==> config.mk <==
export PLATFORM = sky130hd
export DESIGN_NAME = fsm_reels_n
export DESIGN_NICKNAME = d
export VERILOG_FILES = /design/src/rtl/fsm_reels_n.sv
export SDC_FILE = /design/constraint.sdc
export NUM_CORES = 1
export LEC_CHECK = 0
export BUFFER_PORTS_ARGS = -buffer_cell sky130_fd_sc_hd__clkbuf_2
export CELL_PAD_IN_SITES_DETAIL_PLACEMENT = 1
export CELL_PAD_IN_SITES_GLOBAL_PLACEMENT = 1
export CORE_ASPECT_RATIO = 1.1
export CORE_MARGIN = 2
export CORE_UTILIZATION = 44
export CTS_CLUSTER_DIAMETER = 30
export DETAILED_ROUTE_END_ITERATION = 16
export PLACE_DENSITY_LB_ADDON = 0.3
export SYNTH_ARGS = -nofsm -noshare
export SYNTH_HDL_FRONTEND = slang
export SYNTH_SLANG_ARGS = --single-unit
==> constraint.sdc <==
create_clock -name clk -period 3.3 [get_ports clk]
set_input_delay 0.33 -clock clk [delete_from_list [all_inputs] [get_ports clk]]
set_output_delay 0.33 -clock clk [all_outputs]
set_load 0.03 [all_outputs]
==> src/rtl/fsm_reels_n.sv <==
// fsm_reels_n: N-reel stop-and-match game controller.
// Stops reels from key edges or timeout, then scores the latched letters.
module fsm_reels_n #(
   parameter int N_REELS = 4,
   parameter int LW      = 4,
   parameter int TIMEOUT = 0,
   parameter int LIVES   = 3,
   parameter int WIN_PTS = 2
) (
   input  logic                  clk,
   input  logic                  reset,
   input  logic [N_REELS-1:0]    key,
   input  logic [N_REELS*LW-1:0] letters,
   output logic [N_REELS-1:0]    stop_flag,
   output logic [19:0]           message,
   output logic                  end_flag,
   output logic                  game_over,
   output logic [7:0]            score,
   output logic [3:0]            lives_left
);

   localparam int TW = (TIMEOUT > 0) ? $clog2(TIMEOUT + 1) : 1;
   localparam int IW = (N_REELS > 1) ? $clog2(N_REELS) : 1;
   localparam logic [TW-1:0] T_LAST = TW'((TIMEOUT > 0) ? TIMEOUT - 1 : 0);
   localparam logic [IW-1:0] I_LAST = IW'(N_REELS - 1);

   typedef enum logic [2:0] {
      S_IDLE, S_SPIN, S_EVAL, S_GOOD, S_LOSE, S_OVER
   } state_t;

   state_t state, state_n;

   logic [IW-1:0]      idx, idx_n;
   logic [TW-1:0]      timer, timer_n;
   logic [N_REELS-1:0] key_q;
   logic [N_REELS-1:0] rise;
   logic [N_REELS-1:0] rise_rev;
   logic [N_REELS-1:0] flag_n;
   logic [LW-1:0]      lat   [N_REELS];
   logic [LW-1:0]      lat_n [N_REELS];
   logic [7:0]         score_n;
   logic [3:0]         lives_n;
   logic [19:0]        msg_n;
   logic [8:0]         sum;
   logic               expired;
   logic               stop_key;
   logic               all_eq;
   logic               restart;

   assign rise      = key & ~key_q;
   assign restart   = key[0] & key[1];
   assign sum       = {1'b0, score} + 9'(WIN_PTS);
   assign end_flag  = (state == S_GOOD) || (state == S_LOSE) ||
                      (state == S_OVER);
   assign game_over = (state == S_OVER);

   // Reverse key edges so reel idx maps to key N_REELS-1-idx.
   always_comb begin
      rise_rev = '0;
      for (int k = 0; k < N_REELS; k++)
         rise_rev[k] = rise[N_REELS-1-k];
   end

   // Stop-event and match qualifiers for the current cycle.
   always_comb begin
      expired  = (TIMEOUT > 0) && (state == S_SPIN) && (timer == T_LAST);
      stop_key = rise_rev[idx];
      all_eq   = 1'b1;
      for (int k = 1; k < N_REELS; k++)
         if (lat[k] != lat[0]) all_eq = 1'b0;
   end

   // Next-state and datapath updates for the game sequence.
   always_comb begin
      state_n = state;
      idx_n   = idx;
      timer_n = timer;
      flag_n  = stop_flag;
      lat_n   = lat;
      score_n = score;
      lives_n = lives_left;
      case (state)
         S_IDLE: begin
            timer_n = '0;
            if (rise[N_REELS-1]) begin
               lat_n[0]  = letters[0 +: LW];
               flag_n[0] = 1'b0;
               idx_n     = IW'(1);
               state_n   = (N_REELS > 1) ? S_SPIN : S_EVAL;
            end
         end
         S_SPIN: begin
            if (stop_key || expired) begin
               lat_n[idx]  = letters[int'(idx)*LW +: LW];
               flag_n[idx] = 1'b0;
               timer_n     = '0;
               if (idx == I_LAST) begin
                  idx_n   = '0;
                  state_n = S_EVAL;
               end else begin
                  idx_n = idx + IW'(1);
               end
            end else begin
               timer_n = timer + TW'(1);
            end
         end
         S_EVAL: begin
            idx_n   = '0;
            timer_n = '0;
            if (all_eq) begin
               state_n = S_GOOD;
               score_n = (sum > 9'd255) ? 8'hFF : sum[7:0];
            end else begin
               state_n = (lives_left > 4'd1) ? S_LOSE : S_OVER;
               lives_n = (lives_left == 4'd0) ? 4'd0 : lives_left - 4'd1;
            end
         end
         S_GOOD, S_LOSE: begin
            if (restart) begin
               state_n = S_IDLE;
               idx_n   = '0;
               timer_n = '0;
               flag_n  = '1;
               for (int k = 0; k < N_REELS; k++) lat_n[k] = '0;
            end
         end
         S_OVER: begin
            if (restart) begin
               state_n = S_IDLE;
               idx_n   = '0;
               timer_n = '0;
               flag_n  = '1;
               score_n = '0;
               lives_n = 4'(LIVES);
               for (int k = 0; k < N_REELS; k++) lat_n[k] = '0;
            end
         end
         default: begin
            state_n = S_IDLE;
            idx_n   = '0;
            timer_n = '0;
            flag_n  = '1;
            for (int k = 0; k < N_REELS; k++) lat_n[k] = '0;
         end
      endcase
   end

   // Display codes follow the state register, one cycle behind entry.
   always_comb begin
      msg_n = '0;
      case (state)
         S_GOOD:  msg_n = {5'h12, 5'h11, 5'h11, 5'h10};
         S_LOSE:  msg_n = {5'h15, 5'h14, 5'h11, 5'h13};
         S_OVER:  msg_n = {5'h17, 5'h15, 5'h16, 5'h11};
         default: msg_n = '0;
      endcase
   end

   // State and datapath registers with asynchronous reset.
   always_ff @(posedge clk or posedge reset) begin
      if (reset) begin
         state      <= S_IDLE;
         idx        <= '0;
         timer      <= '0;
         key_q      <= '0;
         stop_flag  <= '1;
         message    <= '0;
         score      <= '0;
         lives_left <= 4'(LIVES);
         for (int k = 0; k < N_REELS; k++) lat[k] <= '0;
      end else begin
         state      <= state_n;
         idx        <= idx_n;
         timer      <= timer_n;
         key_q      <= key;
         stop_flag  <= flag_n;
         message    <= msg_n;
         score      <= score_n;
         lives_left <= lives_n;
         for (int k = 0; k < N_REELS; k++) lat[k] <= lat_n[k];
      end
   end

endmodule

# --- Yosys cells after proc, flatten, opt, wreduce, memory -nomap -nowiden ---
# Cells that the tools add are included.
classes:
  muxes: 41
  n_addsub: 3
  shifts: 1
  n_lt_le_gt_ge: 6
  bitwise_logic: 8
  eq_ne: 16
  reduce_logical: 15
op_table:
  columns: ["operator", "n"]
  rows:
  - ["one-hot mux 20 bit (3 select lines)", 1]
  - ["one-hot mux 12 bit (3 select lines)", 1]
  - ["2-to-1 mux 16 bit", 2]
  - ["2-to-1 mux 4 bit", 7]
  - ["2-to-1 mux 8 bit", 3]
  - ["bitwise mux 16 bit", 1]
  - ["one-hot mux 4 bit (4 select lines)", 1]
  - ["one-hot mux 8 bit (2 select lines)", 1]
  - ["variable part select 16 x 5 -> 4 bit", 1]
  - ["2-to-1 mux 3 bit", 5]
  - ["inequality test 4 bit", 3]
  - ["one-hot mux 3 bit (4 select lines)", 1]
  - ["AND reduction 3 bit", 4]
  - ["inequality test 2 bit (second input constant)", 5]
  - ["adder 8 x 2 -> 9 bit (second input constant)", 1]
  - ["greater-than comparator 9 x 8 -> 1 bit (second input constant)", 1]
  - ["one-hot mux 3 bit (3 select lines)", 1]
  - ["bitwise AND 4 bit", 2]
  - ["demux 4 bit (select 2 bit)", 1]
  - ["2-to-1 mux 2 bit", 4]
  - ["inverter 4 bit", 2]
  - ["one-hot mux 4 bit (2 select lines)", 1]
  - ["AND reduction 4 bit", 2]
  - ["2-to-1 mux 1 bit", 7]
  - ["other kinds (26)", 32]
totals:
  elab_cells: 102
  regBits: 61
  output_inout_bits: 38

# --- Depth between registers and ports, before layout ---
# Gate-level depths: netlist (run 1).
depth:
  depth_word: 8
  ltp_mapped: 8

# --- Worst setup path after synthesis (run 1) ---
# OpenSTA, ideal clock, no wires.
synth_path:
  path_type: "reg2reg"
  start: "register score[1]"
  end: "register score[5]"
  required_ns: 3.235
  synth_period_minus_slack_ns: 1.893
  path_buffers: 0
  path_slack_ns: 1.407
  t_arrival_ns: 1.828
  setup_ns: 0.065
  stages_incl_launch_ff: 8
  cell_sequence: "dfrtp_1 inv_1 ha_1 o2111ai_1 o22a_1 a21o_1 a41oi_1 o21a_1"
synth_via:
  elab_chain_len: 5
synth_rtl:
  columns: ["element", "line", "source"]
  rows:
  - ["start: declaration", "18", "output logic [7:0] score,"]
  - ["start signal: assignment", "178", "score <= score_n;"]
  - ["adder 8 x 2 -> 9 bit (*)", "52", "assign sum = {1'b0, score} + 9'(WIN_PTS);"]
  - ["greater-than comparator 9 x 8 -> 1 bit", "112", "score_n = (sum > 9'd255) ? 8'hFF : sum[7:0];"]
  - ["2-to-1 mux 8 bit (*)", "112", null]
  - ["2-to-1 mux 8 bit (*)", "110", "if (all_eq) begin"]
  - ["one-hot mux 8 bit (2 select lines) (*)", "82", "case (state)"]
# Every way passes the cells marked *; elsewhere a longest branch is shown, timed or not. The select of a mux whose other input is x is not followed.
# A chain may end at the register's enable or synchronous reset.

# --- Worst setup path in the final report (run 1) ---
layout_path:
  start: "register state[0]"
  end: "register lat[15] in the netlist's numbering"
layout_via:
  elab_chain_len: 4
layout_rtl:
  columns: ["element", "line", "source"]
  rows:
  - ["start: declaration", "31", "state_t state, state_n;"]
  - ["start signal: assignment", "172", "state <= state_n;"]
  - ["== test 3 bit / == test 3 x 2 -> 1 bit (equally long branches)", null, null]
  - ["OR reduction 3 bit (no line)", null, null]
  - ["inequality test 2 x 1 -> 1 bit (no line)", null, null]
  - ["AND reduction 4 bit (no line)", null, null]
  - ["end: declaration", "39", "logic [LW-1:0] lat [N_REELS];"]
# Several ways; a longest one is shown, not always the timed one.

==> results of run 1 <==
how the worst max path moves through the flow:
stage,start,endpoint,slack [ns],depth (start not counted)
finish,state[0]$_DFFE_PP0P_,lat[15]$_DFFE_PP0P_,1.18,6
global placement,idx[0]$_DFFE_PP0P_,state[1]$_DFFE_PP0P_,1.24,5
global route,state[0]$_DFFE_PP0P_,lat[14]$_DFFE_PP0P_,0.99,6
floorplan,score[1]$_DFFE_PP0P_,score[5]$_DFFE_PP0P_,1.41,7
CTS,idx[0]$_DFFE_PP0P_,state[1]$_DFFE_PP0P_,1.16,5
detailed placement,idx[0]$_DFFE_PP0P_,state[1]$_DFFE_PP0P_,1.17,5
power by group through the flow:
stage / logic [mW] / clock network (mW) / registers [mW]
6_report: 1.18 / 0.442 / 0.993
5_1_grt: 1.29 / 0.477 / 1.04
3_3_place_gp: 1.15 / 0 / 0.985
2_1_floorplan: 0.854 / 0 / 1.03
3_5_place_dp: 1.18 / 0 / 1.00
4_1_cts: 1.19 / 0.451 / 0.994
Yosys cell counts, types with 2 or more instances:
cell type / n / area share (%)
dfrtp_1: 41 / 40
nand2_1: 38 / 5.6
o21ai_0: 26 / 5.1
buf_4: 15 / 4.4
nor2_1: 12 / 1.8
nor2b_1: 9 / 2.2
inv_1: 8 / 1.2
a31oi_1: 6 / 1.5
dfstp_2: 6 / 6.2
ha_1: 6 / 3.0
nand3_1: 6 / 1.2
nand4_1: 6 / 1.5
a21o_1: 5 / 1.5
mux4_2: 5 / 4.4
o2bb2ai_1: 5 / 1.7
nand2b_1: 4 / 0.99
nor3_1: 4 / 0.79
o21a_1: 4 / 1.2
o21ai_1: 4 / 0.79
a21boi_0: 3 / 0.89
a21oi_1: 3 / 0.59
and3_1: 3 / 0.74
buf_2: 3 / 0.59
clkbuf_1: 3 / 0.44
a22oi_2: 2 / 0.99
and2_1: 2 / 0.49
o2111ai_1: 2 / 0.69
or4_1: 2 / 0.59
or4_4: 2 / 0.89
registers in the layout, indices dropped and copies added, names as in the netlist:
register,count
stop_flag,4
lat,16
idx,2
message,6
key_q,4
state,3
lives_left,4
score,8
cell type report:
cell class	count	area share (%)
clock buffers	6	2.86
clock inverters	2	1.21
inverters	8	1.04
multi-input cells	185	41.3
well taps	77	3.34
flip-flops and latches	47	41.0
repair buffers	53	9.20
per-stage QoR:
stage / util [%] / cells / instance area, um2
2_1_floorplan: - / 262 / 2550
3_3_place_gp: 48.9 / 370 / 2770
3_5_place_dp: 48.9 / 370 / 2770
4_1_cts: 51.0 / 378 / 2880
5_1_grt: 51.0 / 378 / 2880
6_report: 51.0 / 378 / 2880
kinds of logic after synthesis:
logic type | after synthesis | synth area share, %
fa+ha+maj | 6 | 2.96
other cells | 1 | 0.148
flops | 47 | 46.7
mux | 7 | 5.28
simple gates | 94 | 18.7
buf+inv | 30 | 7.10
compound gates | 72 | 19.1
metal layers:
metal,up-vias,share of wire [%]
met5,-,0
met3,5,4.6
met2,61,49
met1,1035,45
met4,0,0.80
li1,994,-
==> flow_summary_export.csv, run 1 <==
group,metric,value,unit
grt,antenna_found_initial,0,
pwr,power_frac_comb,45.1,%
clock_tree,cts_buffers,5,
clock_tree,ctsResizeCount,0,
timing,tightest_slew,0.991,ns
synthesis,syn_area,2540,um2
timing,fin_skew,0.0105,ns
cells_and_area,final_common_cell,"clkbuf_2",
timing,rsz0062_at_grt,"false",
cells_and_area,ff_latch_area,1180,um2
route,drt_iter0_markers,112,
worst_setup_path,worst_r2r_endpoint,"lat[15]$_DFFE_PP0P_",
grt,grtUsageMet2,35.1,%
cells_and_area,mostFrequentLayoutCells,"clkbuf_2, dfrtp_1, nand2_1",
floorplanning,die_y,83.6,um
timing,tns,0,ns
clock_tree,cts_sinks,47,
grt,grt_pass1_vias,2120,
worst_setup_path,worst-path-max-fanout,23,
flow_run,drv_cap,0,
timing,setup_viol,0,
hold_path,hold_path_class,"in2reg",
grt,grtUsageTotal,21.1,%
timing,slew_headroom,33.8,%
cells_and_area,fillers,691,
timing,setup_ws,1.18,ns
cells_and_area,num_antenna_cells,0,
route,firstDrtPassIters,5,
clock_tree,clk_pin_slew_worst_paths,0.09,ns
pwr,p_leak,1.38,nW
worst_setup_path,worst_path_max_delay_cell,"dfrtp_1",
synthesis,postSynthAreaPerCell,9.87,um2
synthesis,synth_seq_area_share,46.7,%
clock_tree,clockBufferDepth,2,
pwr,seqPwrFrac,38.0,%
grt,use_met3,4.76,%
timing,whs,0.145,ns
clock_tree,cts_hold_buffers,0,
worst_setup_path,cp_data_required_time,3.50,ns
place,pre_cts_ws,1.17,ns
pwr,pwr_density_cell,907,nW/um2
clock_tree,clk_latency,0.31,ns
synthesis,synth_seq_cells,47,
floorplanning,initial_core_util,44.8,%
place,hpwl,4.76,mm
pwr,power.total,2.61,mW
synthesis,netlist_instances,257,
grt,busiest_layer,"met2",
cells_and_area,multi_input_area,1190,um2
worst_setup_path,reg2reg_slack,1.18,ns
worst_setup_path,crit_path_cell_trace,"nand3b_1 -> nand2_1 -> and2_1 -> nor3_2 -> o211ai_1 -> o2bb2ai_1",
timing,timing.fmax,0.471,GHz
route,drc,0,
pwr,switching_share,44.9,%
route,wl_per_cell,16.8,um
worst_setup_path,end_kind,"flip-flop",
floorplanning,die_x,76.4,um
hold_path,holdPathStages,1,
clock_tree,cts_tree,"done",
run_status,outcome,"completed",
worst_setup_path,reg2reg_depth,6,
worst_setup_path,path_delay_family,"simple AND/OR/NAND/NOR gates",
synthesis,synth-main-ff-cell,"dfrtp_1",
worst_setup_path,max_stage_delay,0.64,ns
worst_setup_path,crit_type,"reg2reg",
cells_and_area,drive_gt1_share,26.9,%
clock_tree,ctsRootBufferMaster,"clkbuf_8",
cells_and_area,fin_nets,328,
timing,report.final.slew_viol_count,0,
pwr,power_switching,1.18,mW
pwr,clkPwrFrac,16.9,%
worst_setup_path,cp.arrival,2.32,ns
worst_setup_path,regToRegStartpoint,"state[0]$_DFFE_PP0P_",
place,gp_congestion,0.831,
clock_tree,postCtsSetupRepairBufs,0,
hold_path,min_to,"key_q[3]$_DFF_PP0_",
pwr,p_int,1.44,mW
timing,finalCritPeriodShare,64.4,%
grt,grt_overflow,0,
synthesis,synth-edff-count,0,
floorplanning,dieArea,6390,um2
synthesis,yosysWarnings,0,
worst_setup_path,startpoint_type,"flip-flop",
route,postRouteAntennaNets,0,
worst_setup_path,crit_buf_inv,0,
clock_tree,ctsHtreeMaxLevel,2,
floorplanning,coreArea,5660,um2
timing,fin_crit,2.12,ns
place,io_buffer_count,53,
floorplanning,boundaryPins,60,
synthesis,async_flop_share,100,%
hold_path,min-delay-start,"key[3]",
route,totalWireLength,6.34,mm
floorplanning,rows,29,
grt,grt_start_max_net_pins,48,
pwr,vdd_drop_max,0.000529,V
grt,grt.met1_usage,28.3,%
synthesis,ys_types,51,
timing,hold_viol_final,0,
route,viasPerCell,5.54,
route,vias,2095,
cells_and_area,area_growth,13.7,%
grt,grt_pass1_wl,10.7,mm
Power figures use the tool's default switching activity.
==> run 2, diff against run 1 <==
CORE_UTILIZATION = 41   (was 44)
clock period = 2.1 ns   (was 3.3 ns; I/O delays follow)
==> flow_summary_export.csv, run 2 (same netlist as run 1, synthesis figures left out) <==
group,metric,value,unit
place,io_buffer_count,53,
pwr,pwr_density_cell,1420,nW/um2
route,drt_iter0_markers,115,
timing,rsz0062_at_grt,"false",
cells_and_area,fin_nets,348,
floorplanning,coreArea,6080,um2
clock_tree,clk_latency,0.30,ns
route,totalWireLength,6.79,mm
worst_setup_path,worst_path_max_delay_cell,"or4_4",
route,wl_per_cell,16.9,um
route,viasPerCell,5.49,
run_status,outcome,"completed",
timing,hold_viol_final,0,
worst_setup_path,reg2reg_slack,0.1,ns
timing,tns,0,ns
place,hpwl,5.02,mm
hold_path,min-delay-start,"key[3]",
grt,antenna_found_initial,0,
worst_setup_path,path_delay_family,"simple AND/OR/NAND/NOR gates",
worst_setup_path,cp_data_required_time,2.28,ns
grt,grt.met1_usage,28.3,%
worst_setup_path,end_kind,"flip-flop",
pwr,power.total,4.34,mW
clock_tree,clockBufferDepth,2,
cells_and_area,mostFrequentLayoutCells,"clkbuf_2, dfrtp_1, nand2_1",
floorplanning,initial_core_util,41.7,%
timing,timing.fmax,0.500,GHz
grt,busiest_layer,"met2",
timing,finalCritPeriodShare,95.3,%
worst_setup_path,startpoint_type,"flip-flop",
grt,grt_overflow,0,
floorplanning,die_y,86.5,um
floorplanning,rows,30,
clock_tree,cts_sinks,47,
clock_tree,ctsHtreeMaxLevel,2,
place,postPlaceCellArea,2910,um2
cells_and_area,final_common_cell,"clkbuf_2",
clock_tree,clk_pin_slew_worst_paths,0.10,ns
worst_setup_path,cp.arrival,2.19,ns
grt,grtUsageTotal,20.6,%
floorplanning,die_x,79.0,um
timing,fin_skew,0.0145,ns
worst_setup_path,max_stage_delay,0.54,ns
flow_run,drv_cap,0,
hold_path,hold_path_class,"in2reg",
route,postRouteAntennaNets,0,
worst_setup_path,crit_path_cell_trace,"or4_4 -> a22oi_2 -> and3_4 -> nand4_1 -> mux2i_1 -> nor2_1",
timing,report.final.slew_viol_count,0,
timing,setup_viol,0,
floorplanning,boundaryPins,60,
worst_setup_path,setup.worst_path.start,"lat[15]$_DFFE_PP0P_",
worst_setup_path,worst-path-max-fanout,11,
cells_and_area,post-route-cell-area,3060,um2
clock_tree,ctsRootBufferMaster,"clkbuf_8",
worst_setup_path,crit_type,"reg2reg",
timing,fin_crit,2.00,ns
cells_and_area,top_register,"lat",
worst_setup_path,crit_buf_inv,0,
grt,use_met3,3.13,%
grt,grt_pass1_vias,2238,
place,gp_congestion,0.772,
grt,grt_start_max_net_pins,27,
route,firstDrtPassIters,4,
floorplanning,dieArea,6830,um2
cells_and_area,num_antenna_cells,0,
cells_and_area,drive_gt1_share,32.1,%
clock_tree,cts_buffers,5,
route,drc,0,
route,vias,2203,
pwr,vdd_drop_max,0.000756,V
worst_setup_path,regToRegStartpoint,"lat[15]$_DFFE_PP0P_",
cells_and_area,area_growth,20.6,%
cells_and_area,largest_reg_flops,16,
grt,grt_pass1_wl,11.0,mm
place,placed_cells,390,
grt,grtUsageMet2,33.9,%
cells_and_area,largestRegisters,"lat x16, score x8, message x6",
cells_and_area,final-instance-count-excl-fill,401,
pwr,p_leak,1.48,nW
clock_tree,cts_tree,"done",
==> run 2: cell types whose count changed in the layout (fill, tap and decap cells not counted) <==
cell and delta:
buf_12 +1, buf_4 +18, dfrtp_1 -1, dfrtp_2 +1, dlygate4sd3_1 +1, nand2_1 -1, nand2_2 +1, nand2b_1 -1
nand2b_2 +1
==> run 2: worst paths after layout <==
check / end / depth (start not counted)
worst max-delay path: score[7]$_DFFE_PP0P_ / 6
worst min-delay path: key_q[3]$_DFF_PP0_ / 1
worst max register to register: score[7]$_DFFE_PP0P_ / 6
worst min register to register: stop_flag[3]$_DFFE_PP1P_ / 2
max in group asynchronous: lives_left[1]$_DFFE_PP1P_ / 4
min in group asynchronous: message[5]$_DFF_PP0_ / 3
==> run 2: metrics by stage <==
stage	setup WS, ns	utilization [%]	hold slack [ns]
2_1_floorplan	0.207	-	0.241
3_3_place_gp	0.208	47.9	0.246
3_5_place_dp	0.136	47.9	0.252
4_1_cts	0.0388	50.0	0.0268
5_1_grt	0.0153	50.3	0.0319
6_report	0.0995	50.3	0.0354
==> run 2: worst register-to-register path, delay by kind of cell (launching register included) <==
kind	cells	cell delay (ns)
simple gates	4	1.03
compound gates	1	0.24
mux	1	0.18
flops	1	0.43
==> run 2: cell type report <==
cell class / count / area [um2]
fill: 734 / 3020
sequential: 47 / 1180
timing repair buffer: 73 / 430
clock buffer: 6 / 82.6
inverter: 8 / 30.0
multi-input combinational: 185 / 1200
tap: 80 / 100
clock inverter: 2 / 35.0
==> run 2: timing repair <==
item                                    in CTS  in global routing
hold buffers                                 1                  0
endpoints found under the hold margin       18                  0
setup buffers                                0                  2
endpoints found under the setup margin       0                  2
resized for setup                            0                  3
==> run 2: power by group <==
part / internal [mW] / switching (mW) / leakage [nW]
clock network: 0.386 / 0.312 / 0.0612
registers: 1.21 / 0.260 / 0.599
logic: 0.814 / 1.36 / 0.818
==> run 2: layer usage <==
layer	part of all wire, %	vias up
met1	47	1097
li1	-	1037
met5	0	-
met4	1.7	0
met2	48	58
met3	3.5	11
==> run 3, diff against run 2 <==
PLACE_DENSITY = 0.82   (was not set)
PLACE_DENSITY_LB_ADDON = not set   (was 0.3)
==> flow_summary_export.csv, run 3 (same netlist as run 1, synthesis figures left out) <==
group,metric,value,unit
timing,tns,0,ns
clock_tree,postCtsSetupRepairBufs,0,
worst_setup_path,crit_path_cell_trace,"nand2b_1 -> inv_1 -> nand2_1 -> inv_1 -> clkbuf_2",
place,gp_congestion,0.782,
timing,timing.fmax,0.511,GHz
pwr,clkPwrFrac,14.6,%
route,viasPerCell,5.41,
timing,fin_skew,0.00951,ns
worst_setup_path,worst-path-max-fanout,9,
worst_setup_path,startpoint_type,"flip-flop",
place,placed_cells,384,
floorplanning,coreArea,6080,um2
route,drt_iter0_markers,137,
worst_setup_path,end_kind,"primary output",
route,firstDrtPassIters,4,
worst_setup_path,reg2reg_slack,0.15,ns
cells_and_area,top_register,"lat",
run_status,outcome,"completed",
floorplanning,die_x,79.0,um
pwr,p_int,2.31,mW
timing,setup_ws,0.142,ns
clock_tree,cts_tree,"done",
route,drc,0,
clock_tree,cts_sinks,47,
hold_path,hold_path_class,"in2reg",
place,hpwl,4.62,mm
timing,finalCritPeriodShare,93.2,%
route,totalWireLength,6.25,mm
route,vias,2126,
worst_setup_path,setup.worst_path.start,"state[2]$_DFFE_PP0P_",
worst_setup_path,crit_type,"reg2out",
pwr,power_frac_comb,51.0,%
pwr,switching_share,44.9,%
route,met1_length,2.96,mm
route,wl_per_cell,15.9,um
route,wl_met3,260,um
grt,grt_start_max_net_pins,48,
pwr,pwr_density_cell,1400,nW/um2
cells_and_area,largest_reg_flops,16,
clock_tree,cts_buffers,5,
clock_tree,ctsResizeCount,0,
worst_setup_path,cp_common_cell,"inv_1",
timing,rsz0062_at_grt,"false",
route,met2WireLength,2.98,mm
worst_setup_path,worst_r2r_endpoint,"lives_left[0]$_DFFE_PP1P_",
clock_tree,ctsHtreeMaxLevel,2,
cells_and_area,area_growth,18.0,%
timing,setup_viol,0,
grt,grt_pass1_vias,2095,
timing,fin_crit,1.96,ns
cells_and_area,drive_gt1_share,29.1,%
worst_setup_path,crit_end,"game_over",
worst_setup_path,regToRegStartpoint,"lat[15]$_DFFE_PP0P_",
clock_tree,clockBufferDepth,2,
cells_and_area,final-instance-count-excl-fill,393,
floorplanning,die_y,86.5,um
timing,report.final.slew_viol_count,0,
grt,grtUsageTotal,19.9,%
grt,grt_overflow,0,
worst_setup_path,cp.arrival,1.75,ns
cells_and_area,fillers,752,
cells_and_area,final_util,49.2,%
floorplanning,dieArea,6830,um2
cells_and_area,fin_nets,340,
worst_setup_path,cp_data_required_time,1.89,ns
cells_and_area,largestRegisters,"lat x16, score x8, message x6",
grt,antenna_found_initial,0,
pwr,power_switching,1.89,mW
worst_setup_path,worst_path_max_delay_cell,"dfrtp_1",
clock_tree,ctsRootBufferMaster,"clkbuf_8",
worst_setup_path,reg2reg_depth,5,
cells_and_area,final_common_cell,"clkbuf_2",
grt,grt_pass1_wl,10.4,mm
pwr,vdd_drop_max,0.000720,V
cells_and_area,num_antenna_cells,0,
clock_tree,cts_hold_buffers,1,
pwr,p_leak,1.44,nW
clock_tree,clk_pin_slew_worst_paths,0.09,ns
route,postRouteAntennaNets,0,
place,pre_cts_ws,0.175,ns
cells_and_area,mostFrequentLayoutCells,"clkbuf_2, dfrtp_1, nand2_1",
floorplanning,initial_core_util,41.7,%
flow_run,drv_cap,0,
floorplanning,boundaryPins,60,
route,highest_layer,"met4",
clock_tree,clk_latency,0.30,ns
worst_setup_path,max_stage_delay,0.51,ns
floorplanning,rows,30,
timing,hold_viol_final,0,
place,io_buffer_count,53,
pwr,power.total,4.20,mW
pwr,seqPwrFrac,34.4,%
run 3: worst max-delay path, delay by kind of cell (launching register included):
| family | cells | cell delay (ns) |
|---|---|---|
| buffers and inverters | 3 | 0.57 |
| DFF | 1 | 0.51 |
| and+or+nand+nor | 2 | 0.36 |
run 3: worst min path at each step:
stage	from	to	slack, ns	depth (start not counted)
after floorplan	key[0]	key_q[0]$_DFF_PP0_	0.24	0
after global placement	reset	message[14]$_DFF_PP0_	0.26	3
after detailed placement	reset	message[5]$_DFF_PP0_	0.27	3
after CTS	key[3]	key_q[3]$_DFF_PP0_	0.02	1
after global routing	key[3]	key_q[3]$_DFF_PP0_	0.02	1
final	key[3]	key_q[3]$_DFF_PP0_	0.02	1
run 3: power by group through the flow:
stage	logic (mW)	clock network [mW]	registers, mW
after CTS	2.17	0.625	1.44
after detailed placement	2.15	0	1.46
after global routing	2.38	0.660	1.48
after global placement	2.10	0	1.44
final	2.14	0.613	1.45
after floorplan	1.34	0	1.62
run 3: through the flow:
stage | hold WS (ns) | area [um2]
global placement | 0.259 | 2880
detailed placement | 0.268 | 2880
finish | 0.0187 | 2990
CTS | 0.0168 | 2990
global route | 0.0153 | 2990
floorplan | 0.241 | 2550
run 3: layout make-up:
cell class	instances	area, um2	area share [%]
inverter	8	30.0	1.00
tap	80	100	3.35
timing repair buffer	65	383	12.8
multi-input combinational	185	1190	39.8
sequential	47	1180	39.6
clock buffer	7	96.3	3.22
clock inverter	1	7.51	0.251
run 3: metal layers:
layer	up-vias	track usage (%)
met4	0	5.80
met5	-	0
li1	1018	-
met3	2	3.54
met2	52	31.1
met1	1054	28.4
